$ cat config.mk
export PLATFORM = sky130hd
export DESIGN_NAME = rf_write_scheduler
export DESIGN_NICKNAME = d
export VERILOG_FILES = /design/src/rtl/rf_sched_pkg.sv /design/src/rtl/rf_write_scheduler_rr_arbiter.sv /design/src/rtl/rf_write_scheduler.sv
export SDC_FILE = /design/constraint.sdc
export NUM_CORES = 1
export LEC_CHECK = 0
export ABC_AREA = 1
export CAP_MARGIN = 20
export CORE_ASPECT_RATIO = 0.8
export CORE_MARGIN = 4
export CORE_UTILIZATION = 46
export DETAILED_ROUTE_END_ITERATION = 6
export PLACE_DENSITY_LB_ADDON = 0.12
export SLEW_MARGIN = 20
export SYNTH_ARGS = -nofsm -noshare
export SYNTH_HDL_FRONTEND = slang
export SYNTH_SLANG_ARGS = --single-unit
$ cat constraint.sdc
create_clock -name clk -period 3.8 [get_ports clk]
set_input_delay 1.14 -clock clk [delete_from_list [all_inputs] [get_ports clk]]
set_output_delay 1.14 -clock clk [all_outputs]
set_load 0.01 [all_outputs]
$ cat src/rtl/rf_sched_pkg.sv
// Shared widths and the write-back request bundle for the register-file write scheduler.
package rf_sched_pkg;

  localparam int unsigned NREQ_DEFAULT  = 3;
  localparam int unsigned WIDTH_DEFAULT = 32;
  localparam int unsigned REG_ADDR_W    = 5;
  localparam int unsigned NUM_REGS      = 32;
  // Bundle data field is sized for the widest supported register; narrower WIDTHs zero-extend into it.
  localparam int unsigned DATA_W_MAX    = 64;

  typedef logic [REG_ADDR_W-1:0] reg_addr_t;

  typedef struct packed {
    reg_addr_t             addr;
    logic [DATA_W_MAX-1:0] data;
  } wb_req_t;

endpackage

$ cat src/rtl/rf_write_scheduler_rr_arbiter.sv
// Round-robin arbiter: grants the first requester at or after the pointer, pointer moves past the winner.
module rr_arbiter
  import rf_sched_pkg::*;
#(
  parameter int unsigned N = NREQ_DEFAULT,
  localparam int unsigned IDX_W = (N > 1) ? $clog2(N) : 1
) (
  input  logic             clk,
  input  logic             rst,
  input  logic [N-1:0]     req,
  output logic [N-1:0]     gnt_c,
  output logic [IDX_W-1:0] gnt_idx_c
);

  logic [IDX_W-1:0] ptr_q;
  logic [IDX_W-1:0] ptr_d;
  logic [IDX_W-1:0] cur;
  logic             found;

  always_comb begin
    gnt_c     = '0;
    gnt_idx_c = '0;
    found     = 1'b0;
    cur       = '0;
    for (int unsigned k = 0; k < N; k++) begin
      cur = IDX_W'((32'(ptr_q) + k) % N);
      if (!found && req[cur]) begin
        found      = 1'b1;
        gnt_c[cur] = 1'b1;
        gnt_idx_c  = cur;
      end
    end
    ptr_d = ptr_q;
    if (found) begin
      ptr_d = (gnt_idx_c == IDX_W'(N - 1)) ? '0 : gnt_idx_c + IDX_W'(1);
    end
  end

  always_ff @(posedge clk) begin
    if (rst) begin
      ptr_q <= '0;
    end else begin
      ptr_q <= ptr_d;
    end
  end

endmodule

$ cat src/rtl/rf_write_scheduler.sv
// Register-file write-back scheduler: arbitrates write-back requesters onto one RF write port
// and keeps a busy scoreboard of destinations reserved at issue to flag read hazards.
module rf_write_scheduler
  import rf_sched_pkg::*;
#(
  parameter int unsigned WIDTH = WIDTH_DEFAULT,
  parameter int unsigned NREQ  = NREQ_DEFAULT
) (
  input  logic                             clk,
  input  logic                             rst,
  input  logic [NREQ-1:0]                  req_valid,
  output logic [NREQ-1:0]                  req_ready,
  input  logic [NREQ-1:0][REG_ADDR_W-1:0]  req_addr,
  input  logic [NREQ-1:0][WIDTH-1:0]       req_data,
  output logic                             rf_we,
  output logic [REG_ADDR_W-1:0]            rf_waddr,
  output logic [WIDTH-1:0]                 rf_wdata,
  input  logic                             rsv_valid,
  input  logic [REG_ADDR_W-1:0]            rsv_addr,
  output logic                             rsv_ready,
  input  logic [REG_ADDR_W-1:0]            rd_addr1,
  input  logic [REG_ADDR_W-1:0]            rd_addr2,
  output logic                             hz1,
  output logic                             hz2
);

  localparam int unsigned IDX_W = (NREQ > 1) ? $clog2(NREQ) : 1;

  logic [NREQ-1:0]       arb_req;
  logic [NREQ-1:0]       gnt_c;
  logic [IDX_W-1:0]      gnt_idx_c;
  wb_req_t               sel;
  logic                  fire;

  logic                  rf_we_q,    rf_we_d;
  logic [REG_ADDR_W-1:0] rf_waddr_q, rf_waddr_d;
  logic [WIDTH-1:0]      rf_wdata_q, rf_wdata_d;
  logic [NUM_REGS-1:0]   busy_q,     busy_d;

  // Requests are masked during reset so nothing handshakes while state is being cleared.
  assign arb_req = req_valid & {NREQ{~rst}};

  rr_arbiter #(
    .N (NREQ)
  ) u_arb (
    .clk       (clk),
    .rst       (rst),
    .req       (arb_req),
    .gnt_c     (gnt_c),
    .gnt_idx_c (gnt_idx_c)
  );

  assign req_ready = gnt_c;

  // Write-port stage: register 0 handshakes but never commits.
  always_comb begin
    sel        = '0;
    sel.addr   = req_addr[gnt_idx_c];
    sel.data   = DATA_W_MAX'(req_data[gnt_idx_c]);
    fire       = |gnt_c;
    rf_we_d    = fire && (sel.addr != '0);
    rf_waddr_d = fire ? sel.addr : rf_waddr_q;
    rf_wdata_d = fire ? WIDTH'(sel.data) : rf_wdata_q;
  end

  assign rsv_ready = ~rst & ~busy_q[rsv_addr];

  // Clear on commit, then set on reservation so a same-edge set wins.
  always_comb begin
    busy_d = busy_q;
    if (rf_we_q) begin
      busy_d[rf_waddr_q] = 1'b0;
    end
    if (rsv_valid && rsv_ready && (rsv_addr != '0)) begin
      busy_d[rsv_addr] = 1'b1;
    end
    busy_d[0] = 1'b0;
  end

  always_ff @(posedge clk) begin
    if (rst) begin
      rf_we_q    <= 1'b0;
      rf_waddr_q <= '0;
      rf_wdata_q <= '0;
      busy_q     <= '0;
    end else begin
      rf_we_q    <= rf_we_d;
      rf_waddr_q <= rf_waddr_d;
      rf_wdata_q <= rf_wdata_d;
      busy_q     <= busy_d;
    end
  end

  assign rf_we    = rf_we_q;
  assign rf_waddr = rf_waddr_q;
  assign rf_wdata = rf_wdata_q;
  assign hz1      = busy_q[rd_addr1];
  assign hz2      = busy_q[rd_addr2];

endmodule

==> results.md, run 1 <==
Run status:
- The flow ran to the end, and the final reports show no timing, DRC or antenna violations.

Floorplan:
- The die span in x is 124 um.
- In this run the standard cell core region covers 10,400 um2.
- The die boundary height is 101 um.
- In this run the count of I/O pins placed on the die edge is 176.
- The starting utilization of the core area is 48.0%.
- The floorplan has 33 rows.
- The die covers 12,600 um2.

Route:
- The detailed-routing wirelength on met1 is 8.04 mm.
- The detailed-router iteration count before antenna repair is 5.
- The total number of vias is 6,548.
- The number of DRC violations after detailed routing is 0.
- The detailed-route wire length is 19.8 mm.
- The detail route stage leaves a number of antenna-violating nets equal to 0.
- Detailed routing placed a total of 8.93 mm of wire on met2.
- In the routed layout, each cell is associated on average with a via count of 5.71.
- The violation count after the first detailed-routing iteration is 686.
- The highest layer touched by signal routing is met4.
- The average wire per cell in the routed design is 17.2 um.
- The wire length on met3 is 2.18 mm.

Synthesis:
- The share of async-settable or async-resettable flops after synthesis is 0%.
- The per-instance average area after synthesis is 6.24 um2.
- Sequential cells were found to cover 28.5% of the synthesized design area.
- The Yosys step of the flow raised 0 warnings.
- The number of enable-type register cells in the synthesized netlist is 0.
- When the netlist entered floorplanning its net count stood at 936.
- The post-synthesis instance area is 4990 um2.
- Synthesis inferred 71 register bits.
- In the synthesized netlist, the number of instances is 800.
- The distinct cell type count of the synthesized netlist is 36.
- The dominant register cell in the synthesized netlist is sky130_fd_sc_hd__dfxtp_1.

Placed design:
- The final weighted congestion in routability-driven placement is 1.01.
- Port buffering added 175 buffers.
- The HPWL reported at the end of detailed placement is 14.4 mm.

Job:
- The tool flagged a number of max-cap violations equal to 0.

Critical path:
- STA classifies the critical path startpoint as a primary input.
- By startpoint and endpoint, the worst setup path is classified as in2out.
- The critical path required time is 2.66 ns.
- The type of element capturing the critical path is an output port.
- Data arrives at the worst endpoint at 2.56 ns.
- The setup check on the worst reg-to-reg path leaves a slack of 0.76 ns.
- The critical-path maximum fanout is 6.

Power:
- The combinational cell fraction of total power is 66.6%.
- VDD sags by at most 0.521 mV.
- Cell internal power was estimated by the tool at 0.00317 W.
- The power per standard cell area is 798 nW/um2.
- Summed over all nets, the switching power comes to 0.00285 W.
- The share of total power consumed by net switching is 47.3%.
- The share of total power in the clock network is 15.5%.
- For this design the static power due to leakage is 3.19 nW.
- After layout, the design draws a total of 0.00602 W.
- The proportion of power drawn by flip-flops and latches is 17.9%.

Clock network:
- The clock latency on the worst-skew pair is 0.33 ns.
- TritonCTS built the clock tree.
- The number of clock buffers added by TritonCTS is 9.
- The post-cts hold buffer count is 0.
- The clock input transition at the sequential cells of the worst setup and hold paths is 0.06 ns.
- The H-tree was split into 3 levels.
- The maximum clock path buffer count is 2.
- The cell at the root of the clock tree is sky130_fd_sc_hd__clkbuf_16.
- The clock net in this run drives a total of 71 sinks.

Final layout:
- The fraction of final layout cells with drive strength greater than 1 is 13.2%.
- Leaving out fill and tap cells, the most frequent cell in the layout is sky130_fd_sc_hd__clkdlybuf4s50_1.
- From synthesis to final layout, the design area changed by 51.1%.
- The library cells used most frequently in the layout, excluding fill and tap cells, are 161 x sky130_fd_sc_hd__clkdlybuf4s50_1, 145 x sky130_fd_sc_hd__nand2_1, 135 x sky130_fd_sc_hd__nor2_1.
- The antenna diode count is 0.
- The final net count is 1,138.

Global route:
- The number of antenna violations at the first check in global routing is 0.
- The via count of the first global-routing pass is 6,263.
- For this run, the total global-route usage over all layers was measured as 30.6%.
- The total grt overflow is 0.
- Entering global routing, the biggest net connects 38 pins.
- The wire length of the first global-routing pass is 31.3 mm.

Timing:
- Between clock sinks in the finished design, the worst skew comes to 0.00577 ns.
- The maximum clock frequency is 270 MHz.
- The count of endpoints failing hold in the final timing report is 0.
- Setup repair after global routing left no endpoint under its margin.
- The worst path uses 97.4% of the clock period.
- The number of pins with negative max-slew slack in the final report came to 0.
- The clock period minus final worst setup slack is 3.70 ns.
- The worst max-slew margin expressed relative to the limit is 67.6%.
- At the pin with the least slew margin, the transition time is 0.484 ns.
- The final-report setup violation count is 0.
- The tightest hold path in the finished design has a slack of 0.487 ns.

Worst hold path:
- The worst min-delay path category is reg2reg.
[critical path: stages]
cell and delay (ns):
sky130_fd_sc_hd__clkdlybuf4s50_1 0.61, sky130_fd_sc_hd__inv_1 0.13, sky130_fd_sc_hd__o221ai_1 0.10, sky130_fd_sc_hd__nand3_1 0.11, sky130_fd_sc_hd__o21ai_1 0.10, sky130_fd_sc_hd__nor2_1 0.05, sky130_fd_sc_hd__a31oi_1 0.16, sky130_fd_sc_hd__buf_2 0.16
[sequential cells by signal, summed over array words and instances (netlist names)]
signal and count:
rf_waddr 5, rf_wdata 32, rf_we 1, busy_q 31
u_arb.ptr_q 2
[layer usage]
metal / global-route usage, % / up-vias
li1: - / 3130
met1: 39.4 / 3010
met2: 49.4 / 353
met3: 8.70 / 55
met4: 11.5 / 0
met5: 0 / -
[power groups by stage]
| stage | combinational [W] | sequential (W) | clock, W |
|---|---|---|---|
| 6_report | 0.00401 | 0.00108 | 0.000931 |
| 3_3_place_gp | 0.00379 | 0.00107 | 0 |
| 5_1_grt | 0.00445 | 0.00110 | 0.000978 |
| 2_1_floorplan | 0.00258 | 0.00113 | 0 |
| 4_1_cts | 0.00397 | 0.00107 | 0.000939 |
| 3_5_place_dp | 0.00391 | 0.00108 | 0 |
[final cells by class]
class,count,area (um2)
fill,892,2860
multi-input combinational,632,3140
timing repair buffer,235,2260
clock buffer,11,253
inverter,52,206
clock inverter,5,80.1
timing repair inverter,1,7.51
sequential,71,1420
tap,140,175
[stage by stage]
| stage | cells | instance area, um2 | setup WS [ns] | utilization [%] | TNS [ns] |
|---|---|---|---|---|---|
| 2_1_floorplan | 800 | 4990 | 0.409 | - | 0 |
| 3_3_place_gp | 1119 | 7100 | -0.472 | 68.2 | -2.35 |
| 3_5_place_dp | 1119 | 7100 | -0.541 | 68.2 | -2.54 |
| 4_1_cts | 1145 | 7500 | 0.00186 | 72.1 | 0 |
| 5_1_grt | 1147 | 7540 | 0.0256 | 72.5 | 0 |
| 6_report | 1147 | 7540 | 0.0983 | 72.5 | 0 |
[kinds of logic (layout without fill, tap and decap cells)]
kind of cell / count (synthesis) / in the layout / share of synthesized area, %
and+or+nand+nor: 421 / 421 / 38.3
AOI/OAI and AO/OA: 207 / 207 / 23.3
buffers and inverters: 97 / 304 / 9.00
DFF: 71 / 71 / 28.5
adders and majority gates: 4 / 4 / 1.00
[what timing repair did]
action	CTS	global route
cloned	2	0
resized for setup	37	16
pin swaps	4	7
endpoints found under the setup margin	6	11
setup buffers	8	2
[synthesized netlist by cell type (all sizes together) (10+ instances only)]
library cell / instances / area (um2)
a21oi: 71 / 393
nand4: 33 / 213
buf: 27 / 181
nor3: 10 / 55.1
nand3: 76 / 395
nor2: 137 / 524
dfxtp: 71 / 1420
o21ai: 107 / 539
a22oi: 12 / 90.1
o221ai: 10 / 87.6
nand2: 162 / 701
inv: 51 / 196
clkbuf: 18 / 67.6
[final timing paths]
check / startpoint / end / cells past startpoint
worst max-delay path: rd_addr2[2] / hz2 / 8
worst max register to register: u_arb.ptr_q[0] / rf_wdata[3] / 21
worst min register to register: busy_q[4] / busy_q[4] / 2
worst min-delay path: busy_q[4] / busy_q[4] / 2
Power figures use the tool's default switching activity.
==> run 2, diff against run 1 <==
- TNS_END_PERCENT: default -> 5
==> run 2 against run 1 <==
  * Register-to-register slack improved by 0.17 ns
  * Sequential power barely moved
  * Sequential share of layout area up 0.091 points
  * Design area fell by 0.48%
  * Critical path depth is 1 higher
  * Die area stayed put
  * Clock skew about the same
  * Maximum frequency decreased by 2.4%
  * Via count decreased by 1.3%
  * Largest cell class unchanged
  * Clock power is 0.4% higher
  * Final cell count decreased by 0.61%
  * Setup slack worse by 0.093 ns
==> results.md, run 2 (synthesized netlist as in run 1, its figures left out) <==
Run status:
- The flow ran to the end, and the final reports show no timing, DRC or antenna violations.

Critical path:
- The worst setup path is captured at an output port.
- Setup slack on the worst reg-to-reg path comes out at 0.93 ns.
- In this run the worst setup path terminates at hz2.
- Measured in cells, the most critical reg-to-reg path has a length of 17.
- The critical-path maximum fanout is 7.
- The worst register-to-register path begins at u_arb.ptr_q[0].
- In this run the worst setup path begins at rd_addr2[1].
- The critical path required time is 2.66 ns.
- STA classifies the critical path startpoint as a primary input.
- The endpoint arrival time on the critical path is 2.65 ns.
- The worst setup path is of the in2out kind.
- The worst reg2reg path endpoint is rf_wdata[3].

Clock network:
- Clock latency on the worst-skew pair, taken at its later pin, is 0.34 ns.
- The clock passes through at most 2 buffers.
- The TritonCTS clock tree is done.
- The post-cts hold buffer count is 0.
- The H-tree generated during clock tree synthesis spans 3 levels.
- After clock tree synthesis, the clock-pin slew on the worst setup and hold paths is 0.06 ns.
- The cell at the root of the clock tree is sky130_fd_sc_hd__clkbuf_16.
- The tree built by TritonCTS fans out to 71 sinks.
- The number of clock buffers added by TritonCTS is 9.

Final layout:
- The number of non-filler instances in the completed layout is 1,140.
- The final net count is 1,131.
- In the layout the commonest cells are 164 x sky130_fd_sc_hd__clkdlybuf4s50_1, 145 x sky130_fd_sc_hd__nand2_1, 135 x sky130_fd_sc_hd__nor2_1.
- The antenna diode count is 0.
- The area growth from synthesis to layout is 50.4%.
- The fraction of final layout cells with drive strength greater than 1 is 12.6%.
- The commonest non-fill, non-tap cell in the layout is sky130_fd_sc_hd__clkdlybuf4s50_1.
- The flip-flop count of the largest register, all copies and words added is 32.

Route:
- The total number of vias is 6,464.
- Before antenna repair, the detailed router went through 7 iterations.
- The average vias per placed instance is 5.67.
- For this run, design rule violations remaining after detail routing come to 0.
- After detailed routing, the average wire length per cell comes to 17.2 um.
- The violation count after the first detailed-routing iteration is 669.
- The detailed-route wire length is 19.6 mm.
- In this run the remaining antenna-violating nets after routing total 0.

Floorplan:
- In this run the standard cell core region covers 10,400 um2.
- The die span in x is 124 um.
- The die boundary height is 101 um.
- The overall die area is 12,600 um2.
- For this configuration, the core starts out at a cell density of 48.0%.
- Pin placement for this block handled 176 I/O pins.
- The number of rows in the core area is 33.

Global route:
- Global routing consumed, over all layers together, 30.2% of the routing resources.
- The first global-routing pass estimated 30.9 mm of wire.
- Entering global routing, the biggest net connects 38 pins.
- The number of antenna violations at the first check in global routing is 0.
- The total grt overflow is 0.
- The via count of the first global-routing pass is 6,207.

Timing:
- Subtracting the final worst setup slack from the clock period gives 3.79 ns.
- Setup repair after global routing could not meet its margin everywhere.
- The maximum clock frequency is 264 MHz.
- The worst max-slew margin expressed relative to the limit is 71.1%.
- The final-report setup violation count is 0.
- At the pin with the least slew margin, the transition time is 0.433 ns.
- In the finished design, the share of the clock period the worst path needs comes to 99.9%.
- Once routing completed, OpenROAD measured the worst setup slack at 0.00568 ns.
- The worst-case hold slack is 0.483 ns.
- The setup clock skew after layout is 0.00589 ns.
- The count of endpoints failing hold in the final timing report came to 0.
- The number of pins with negative max-slew slack in the final report is 0.

Job:
- Max-cap violations in this run came to 0.

Worst hold path:
- The worst min-delay path startpoint is busy_q[4].
- The path class of the tightest hold or removal check is reg2reg.

Power:
- Total power for the finished layout comes to 0.00602 W.
- In this run the static leakage power is 3.14 nW.
- The maximum vdd drop is 0.519 mV.
- Power spread over the standard cell area amounts to 802 nW/um2.

Placed design:
- Before CTS, the worst setup slack after placement is -0.541 ns.
- Summed over all nets, the half-perimeter wirelength after detailed placement is 14.4 mm.
- Including well taps, the total number of placed cells is 1,119.
- The total of buffers placed on input and output ports is 175.
- At the end of routability-driven placement, the weighted congestion stood at 1.01.
==> run 2: worst min-delay path by stage <==
stage / endpoint / slack, ns / depth (start not counted)
2_1_floorplan: busy_q[4] / 0.45 / 2
3_3_place_gp: busy_q[4] / 0.47 / 2
3_5_place_dp: busy_q[4] / 0.48 / 2
4_1_cts: busy_q[4] / 0.48 / 2
5_1_grt: rf_wdata[9] / 0.53 / 2
6_report: busy_q[4] / 0.48 / 2
==> run 2: through the flow <==
step / utilization, % / cell area [um2] / setup TNS, ns
after CTS: 71.7 / 7460 / -0.196
after global routing: 72.2 / 7510 / -0.191
after global placement: 68.2 / 7100 / -2.35
after floorplan: - / 4990 / 0
after detailed placement: 68.2 / 7100 / -2.54
final: 72.2 / 7510 / 0
==> run 2: repair_timing <==
action,4_1_cts,5_1_grt
pin swaps,2,4
resized for setup,29,16
setup endpoints to repair,6,6
gates cloned,1,0
buffers inserted,3,1
==> run 2: power breakdown <==
group / switching [W] / internal (W)
combinational: 0.00239 / 0.00162
sequential: 0.000137 / 0.000941
clock: 0.000326 / 0.000609
==> run 2: routing by layer <==
metal,track usage (%),wire [um],up-vias,part of all wire [%]
li1,-,-,3121,-
met1,39.0,8110,2949,41
met2,48.8,8890,337,45
met3,8.28,2010,57,10
met4,11.5,614,0,3.1
met5,0,0,-,0
==> run 2: layout make-up <==
class | count | area [um2]
multi-input combinational | 632 | 3160
clock inverter | 5 | 80.1
timing repair inverter | 1 | 5.00
tap | 140 | 175
sequential | 71 | 1420
clock buffer | 11 | 253
inverter | 52 | 206
fill | 895 | 2900
timing repair buffer | 228 | 2210
==> run 2: worst max-delay path: stages <==
cell and delay (ns):
sky130_fd_sc_hd__clkdlybuf4s50_1 0.50, sky130_fd_sc_hd__buf_4 0.16, sky130_fd_sc_hd__o21ai_0 0.08, sky130_fd_sc_hd__o21ai_0 0.16, sky130_fd_sc_hd__o21ai_0 0.11, sky130_fd_sc_hd__o21ai_1 0.14, sky130_fd_sc_hd__nor2_1 0.05, sky130_fd_sc_hd__a31oi_1 0.16
sky130_fd_sc_hd__buf_2 0.16
